[src/rtl/fft_pkg.sv]
// Shared FFT definitions: default frame geometry, read-side states and the
// bit-reverse helper reused by the framer and later FFT stages.
package fft_pkg;

  localparam int unsigned FFT_N = 4;
  localparam int unsigned FFT_W = 16;

  typedef enum logic {
    RD_IDLE,
    RD_STREAM
  } rd_state_t;

  // Reverses the low 'bits' bits of v; higher result bits are zero.
  function automatic logic [31:0] bitrev(input logic [31:0] v, input int unsigned bits);
    logic [31:0] r;
    logic [31:0] t;
    r = '0;
    t = v;
    for (int unsigned i = 0; i < bits; i++) begin
      r = {r[30:0], t[0]};
      t = t >> 1;
    end
    return r;
  endfunction

endpackage

[src/rtl/fft_pingpong_bank.sv]
// N-entry storage bank: one synchronous write port, one asynchronous read port,
// no reset so it maps onto distributed RAM.
module fft_pingpong_bank
  import fft_pkg::*;
#(
  parameter int unsigned N  = FFT_N,
  parameter int unsigned DW = 2 * FFT_W,
  localparam int unsigned AW = $clog2(N)
) (
  input  logic          clk,
  input  logic          we,
  input  logic [AW-1:0] waddr,
  input  logic [DW-1:0] wdata,
  input  logic [AW-1:0] raddr,
  output logic [DW-1:0] rdata
);

  logic [DW-1:0] mem [N];

  always_ff @(posedge clk) begin
    if (we) mem[waddr] <= wdata;
  end

  assign rdata = mem[raddr];

endmodule

[src/rtl/fft_bitrev_framer.sv]
// Ping-pong framer: collects N natural-order samples per bank and streams each
// full bank out in bit-reversed order with a valid/ready handshake.
module fft_bitrev_framer
  import fft_pkg::*;
#(
  parameter int unsigned N = FFT_N,
  parameter int unsigned W = FFT_W,
  localparam int unsigned AW = $clog2(N)
) (
  input  logic                clk,
  input  logic                reset,
  input  logic                in_valid,
  output logic                in_ready,
  input  logic signed [W-1:0] in_real,
  input  logic signed [W-1:0] in_imag,
  output logic                out_valid,
  input  logic                out_ready,
  output logic signed [W-1:0] out_real,
  output logic signed [W-1:0] out_imag,
  output logic [AW-1:0]       out_index,
  output logic                out_last
);

  localparam int unsigned DW = 2 * W;

  rd_state_t     state, state_nx;
  logic [AW-1:0] wr_cnt;
  logic          wr_ptr, rd_ptr, rd_ptr_nx;
  logic [1:0]    full, full_nx;
  logic [AW-1:0] rd_k, rd_k_nx;
  logic          out_valid_q, out_valid_nx;
  logic [DW-1:0] out_data;

  logic          in_fire, wr_done, rd_clr, load, rd_sel;
  logic [1:0]    we;
  logic [AW-1:0] rd_addr;
  logic [DW-1:0] rdata [2];

  assign in_ready = ~full[wr_ptr];
  assign in_fire  = in_valid & in_ready;
  assign wr_done  = in_fire && (wr_cnt == AW'(N - 1));
  assign we[0]    = in_fire & ~wr_ptr;
  assign we[1]    = in_fire & wr_ptr;

  fft_pingpong_bank #(.N(N), .DW(DW)) bank0 (
    .clk   (clk),
    .we    (we[0]),
    .waddr (wr_cnt),
    .wdata ({in_real, in_imag}),
    .raddr (rd_addr),
    .rdata (rdata[0])
  );

  fft_pingpong_bank #(.N(N), .DW(DW)) bank1 (
    .clk   (clk),
    .we    (we[1]),
    .waddr (wr_cnt),
    .wdata ({in_real, in_imag}),
    .raddr (rd_addr),
    .rdata (rdata[1])
  );

  // The read address is taken from the next k so the output register loads
  // the entry it will present, straight from the asynchronous read port.
  always_comb begin
    state_nx     = state;
    rd_ptr_nx    = rd_ptr;
    rd_k_nx      = rd_k;
    out_valid_nx = out_valid_q;
    rd_clr       = 1'b0;
    load         = 1'b0;
    rd_sel       = rd_ptr;
    unique case (state)
      RD_IDLE: begin
        if (full[rd_ptr]) begin
          state_nx     = RD_STREAM;
          rd_k_nx      = '0;
          load         = 1'b1;
          out_valid_nx = 1'b1;
        end
      end
      RD_STREAM: begin
        if (out_ready) begin
          if (rd_k == AW'(N - 1)) begin
            rd_clr    = 1'b1;
            rd_ptr_nx = ~rd_ptr;
            rd_k_nx   = '0;
            if (full[~rd_ptr]) begin
              load   = 1'b1;
              rd_sel = ~rd_ptr;
            end else begin
              state_nx     = RD_IDLE;
              out_valid_nx = 1'b0;
            end
          end else begin
            rd_k_nx = rd_k + AW'(1);
            load    = 1'b1;
          end
        end
      end
      default: state_nx = RD_IDLE;
    endcase
    rd_addr = AW'(bitrev(32'(rd_k_nx), AW));

    // Set and clear always target different banks, so both can apply together.
    full_nx = full;
    if (wr_done) full_nx[wr_ptr] = 1'b1;
    if (rd_clr)  full_nx[rd_ptr] = 1'b0;
  end

  always_ff @(posedge clk or negedge reset) begin
    if (!reset) begin
      state       <= RD_IDLE;
      wr_cnt      <= '0;
      wr_ptr      <= 1'b0;
      rd_ptr      <= 1'b0;
      full        <= '0;
      rd_k        <= '0;
      out_valid_q <= 1'b0;
      out_data    <= '0;
    end else begin
      state       <= state_nx;
      rd_ptr      <= rd_ptr_nx;
      rd_k        <= rd_k_nx;
      out_valid_q <= out_valid_nx;
      full        <= full_nx;
      if (in_fire) begin
        wr_cnt <= wr_done ? '0 : wr_cnt + AW'(1);
        if (wr_done) wr_ptr <= ~wr_ptr;
      end
      if (load) out_data <= rd_sel ? rdata[1] : rdata[0];
    end
  end

  assign out_valid = out_valid_q;
  assign out_real  = out_data[DW-1:W];
  assign out_imag  = out_data[W-1:0];
  assign out_index = AW'(bitrev(32'(rd_k), AW));
  assign out_last  = out_valid_q && (rd_k == AW'(N - 1));

endmodule

[config.mk]
export PLATFORM = sky130hd
export DESIGN_NAME = fft_bitrev_framer
export DESIGN_NICKNAME = d
export VERILOG_FILES = /design/src/rtl/fft_pkg.sv /design/src/rtl/fft_pingpong_bank.sv /design/src/rtl/fft_bitrev_framer.sv
export SDC_FILE = /design/constraint.sdc
export NUM_CORES = 1
export LEC_CHECK = 0
export ABC_CLOCK_PERIOD_IN_PS = 4700
export CAP_MARGIN = 20
export CORE_AREA = 4 4 146 148
export DETAILED_ROUTE_END_ITERATION = 6
export DIE_AREA = 0 0 150 152
export HOLD_SLACK_MARGIN = 0.12
export PLACE_DENSITY = 0.85
export SLEW_MARGIN = 25
export SYNTH_ARGS = -nofsm -noshare
export SYNTH_HDL_FRONTEND = slang
export SYNTH_SLANG_ARGS = --single-unit
[constraint.sdc]
create_clock -name clk -period 4.7 [get_ports clk]
set_input_delay 0.94 -clock clk [delete_from_list [all_inputs] [get_ports clk]]
set_output_delay 0.94 -clock clk [all_outputs]
set_load 0.05 [all_outputs]
==> metrics.cfg <==
[status]
outcome=completed

[place]
dpl_cell_area_um2=12700
routabilityCongestion=0.764
dp_hpwl_um=14700
port_buffers=72

[cts]
holdBufCountCts=0
cts_num_sinks=298
root_buffer=clkbuf_16
clock_latency_ns=0.54
cts_buffers=29
htree_levels=1
cts_resized=0
clk_pin_slew_ns=0.06
post_cts_buffers=0
cts_buffer_depth=3
tritoncts=built

[yosys]
netlist_instances=745
synth-seq-area-share_pct=75.3
synth_ff_type=edfxtp_1
ys_top_cells_by_count=edfxtp_1, dfrtp_1, nand2_1, nor2_1, o21ai_0
yosysTopAreaCell=edfxtp_1
async_reset_ff_share_pct=14.1
post-synth-top-area-fraction_pct=66.2
synth.distinct_cells=45
yosys_warnings=0
yosysMostFrequentCell=edfxtp_1
synth_edf_count=256
netlist_area_um2=11600
syn_avg_cell_area_um2=15.6
syn_nets=787
ys_seq_elements=298
synth_area_leaders=edfxtp_1, dfrtp_1, mux2i_1

[layout]
diodes=0
syn_to_final_growth_pct=17.7
fin_area_um2=13700
layout-drive-gt1-share_pct=11.4
nNetsFinal=862

[floorplanning]
die_y_um=152
die_area_um2=22800
io_pins=73
initial_core_util_pct=57.9
core_um2=20000
die_w_um=150
std_cell_rows=52

[setup_path]
rrSetupSlack_ns=1.55
crit_required_ns=5.04
rr_endpoint=out_data[11]
crit_arrival_ns=3.74
worstSetupEndpointType=register
cp-start-kind=input pin
rr_worst_depth=6
crit_fanout=33
rr_startpoint=rd_k[0]
worstSetupStartpoint=out_ready
critPathKind=input pin to register

[route]
drc=0
wl_per_cell_um=23.1
drtIter0Drc=738
first_pass_iters=7
drt.antenna.violating_nets=0
wirelength_um=25700
viasPerCell=6.39
dr_total_vias=7099

[timing]
hold_viol=0
maxSlewViolCount=0
worst-slew-pin-transition_ns=0.986
fin_setup_tns_ns=0
fin_skew_ns=0.0133
slew_headroom_pct=34.1
finalSetupViolCount=0
fin_crit_sh_pct=72.3
rsz0062_at_grt=no
fmax_mhz=294
final.min_clock_period_ns=3.40

[grt]
grt_max_degree=43
antenna_found_initial=0
grt_usage_pct=22.6
grt_pass1_wl_um=40500
grt_pass1_vias=7251
grt.overflow.total=0

[flow_run]
drv_cap=0

[pwr]
power.density_nw_per_um2=700
p_leak_nw=4.75
ir_worst_vdd_mv=0.359

[hold_path]
worstHoldPathType=input pin to async pin

metal layers:
| metal | part of all wire [%] | track usage (%) | vias up |
|---|---|---|---|
| li1 | - | - | 3090 |
| met1 | 39 | 31.1 | 3554 |
| met2 | 50 | 36.5 | 374 |
| met3 | 7.2 | 3.46 | 81 |
| met4 | 3.7 | 9.46 | 0 |
| met5 | 0 | 0 | - |
critical path, cell delays in order:
cell	delay (ns)
clkdlybuf4s50_1	0.61
and4bb_2	0.57
o21ai_2	0.84
buf_4	0.38
a2bb2oi_1	0.22
a311oi_1	0.15
layout by cell type (no fill, tap or decap), types with 29 or more instances in the layout:
cell / netlist / final
clkbuf_16: 0 / 29
nand2_1: 42 / 42
nand3_1: 33 / 33
a311oi_1: 31 / 31
clkdlybuf4s50_1: 0 / 71
edfxtp_1: 256 / 256
dfrtp_1: 42 / 42
a21oi_1: 35 / 34
a2111oi_0: 31 / 31
nor2_1: 40 / 35
o21ai_0: 36 / 36
a2bb2oi_1: 32 / 32
and3_1: 32 / 32
mux2i_1: 33 / 33
report_power, final:
part | total (mW) | leakage (nW) | switching, mW | internal, mW
clock network | 2.34 | 0.474 | 0.964 | 1.38
registers | 3.56 | 2.79 | 0.242 | 3.32
logic | 3.66 | 1.49 | 2.38 | 1.28
total | 9.56 | 4.75 | 3.58 | 5.98
sequential cells by signal, indices dropped and copies added, names as in the netlist:
| name | count |
|---|---|
| full | 2 |
| bank1.mem | 128 |
| bank0.mem | 128 |
| rd_ptr | 1 |
| state | 1 |
| wr_ptr | 1 |
| out_valid | 1 |
| rd_k | 2 |
| out_data | 32 |
| wr_cnt | 2 |
how the worst max path moves through the flow:
stage                            endpoint  slack, ns
after detailed placement     out_data[11]       0.80
after global routing         out_data[13]       1.20
after CTS                     out_data[8]       1.34
final                        out_data[11]       1.30
after floorplan           bank0.mem[3][0]       0.95
after global placement        out_data[5]       0.92
layout make-up:
cell class / count / area, um2
Tap cell: 270 / 338
Timing Repair Buffer: 96 / 931
Sequential cell: 298 / 8740
Multi-Input combinational cell: 388 / 2660
Clock buffer: 32 / 757
Clock inverter: 20 / 210
Inverter: 7 / 26.3
Fill cell: 1323 / 6380
metrics by stage:
step | hold slack (ns) | cells | power [mW] | utilization, % | setup slack, ns
after floorplan | 0.512 | 745 | 6.07 | - | 0.950
after global placement | 0.513 | 1058 | 7.09 | 63.2 | 0.923
after detailed placement | 0.520 | 1058 | 7.22 | 63.2 | 0.798
after CTS | 0.530 | 1110 | 9.58 | 68.0 | 1.34
after global routing | 0.447 | 1111 | 10.0 | 68.2 | 1.20
final | 0.404 | 1111 | 9.56 | 68.2 | 1.30
cells by family (layout without fill, tap and decap cells):
family	Yosys count	count (layout)	share of synthesized area [%]
compound gates	181	181	11.8
xor+xnor	1	1	0.0755
buf+inv	59	155	2.22
flops	298	298	75.3
mux	36	36	3.16
fa+ha+maj	6	6	0.647
simple gates	164	164	6.86
No activity file was read; power rests on OpenSTA's default activity.
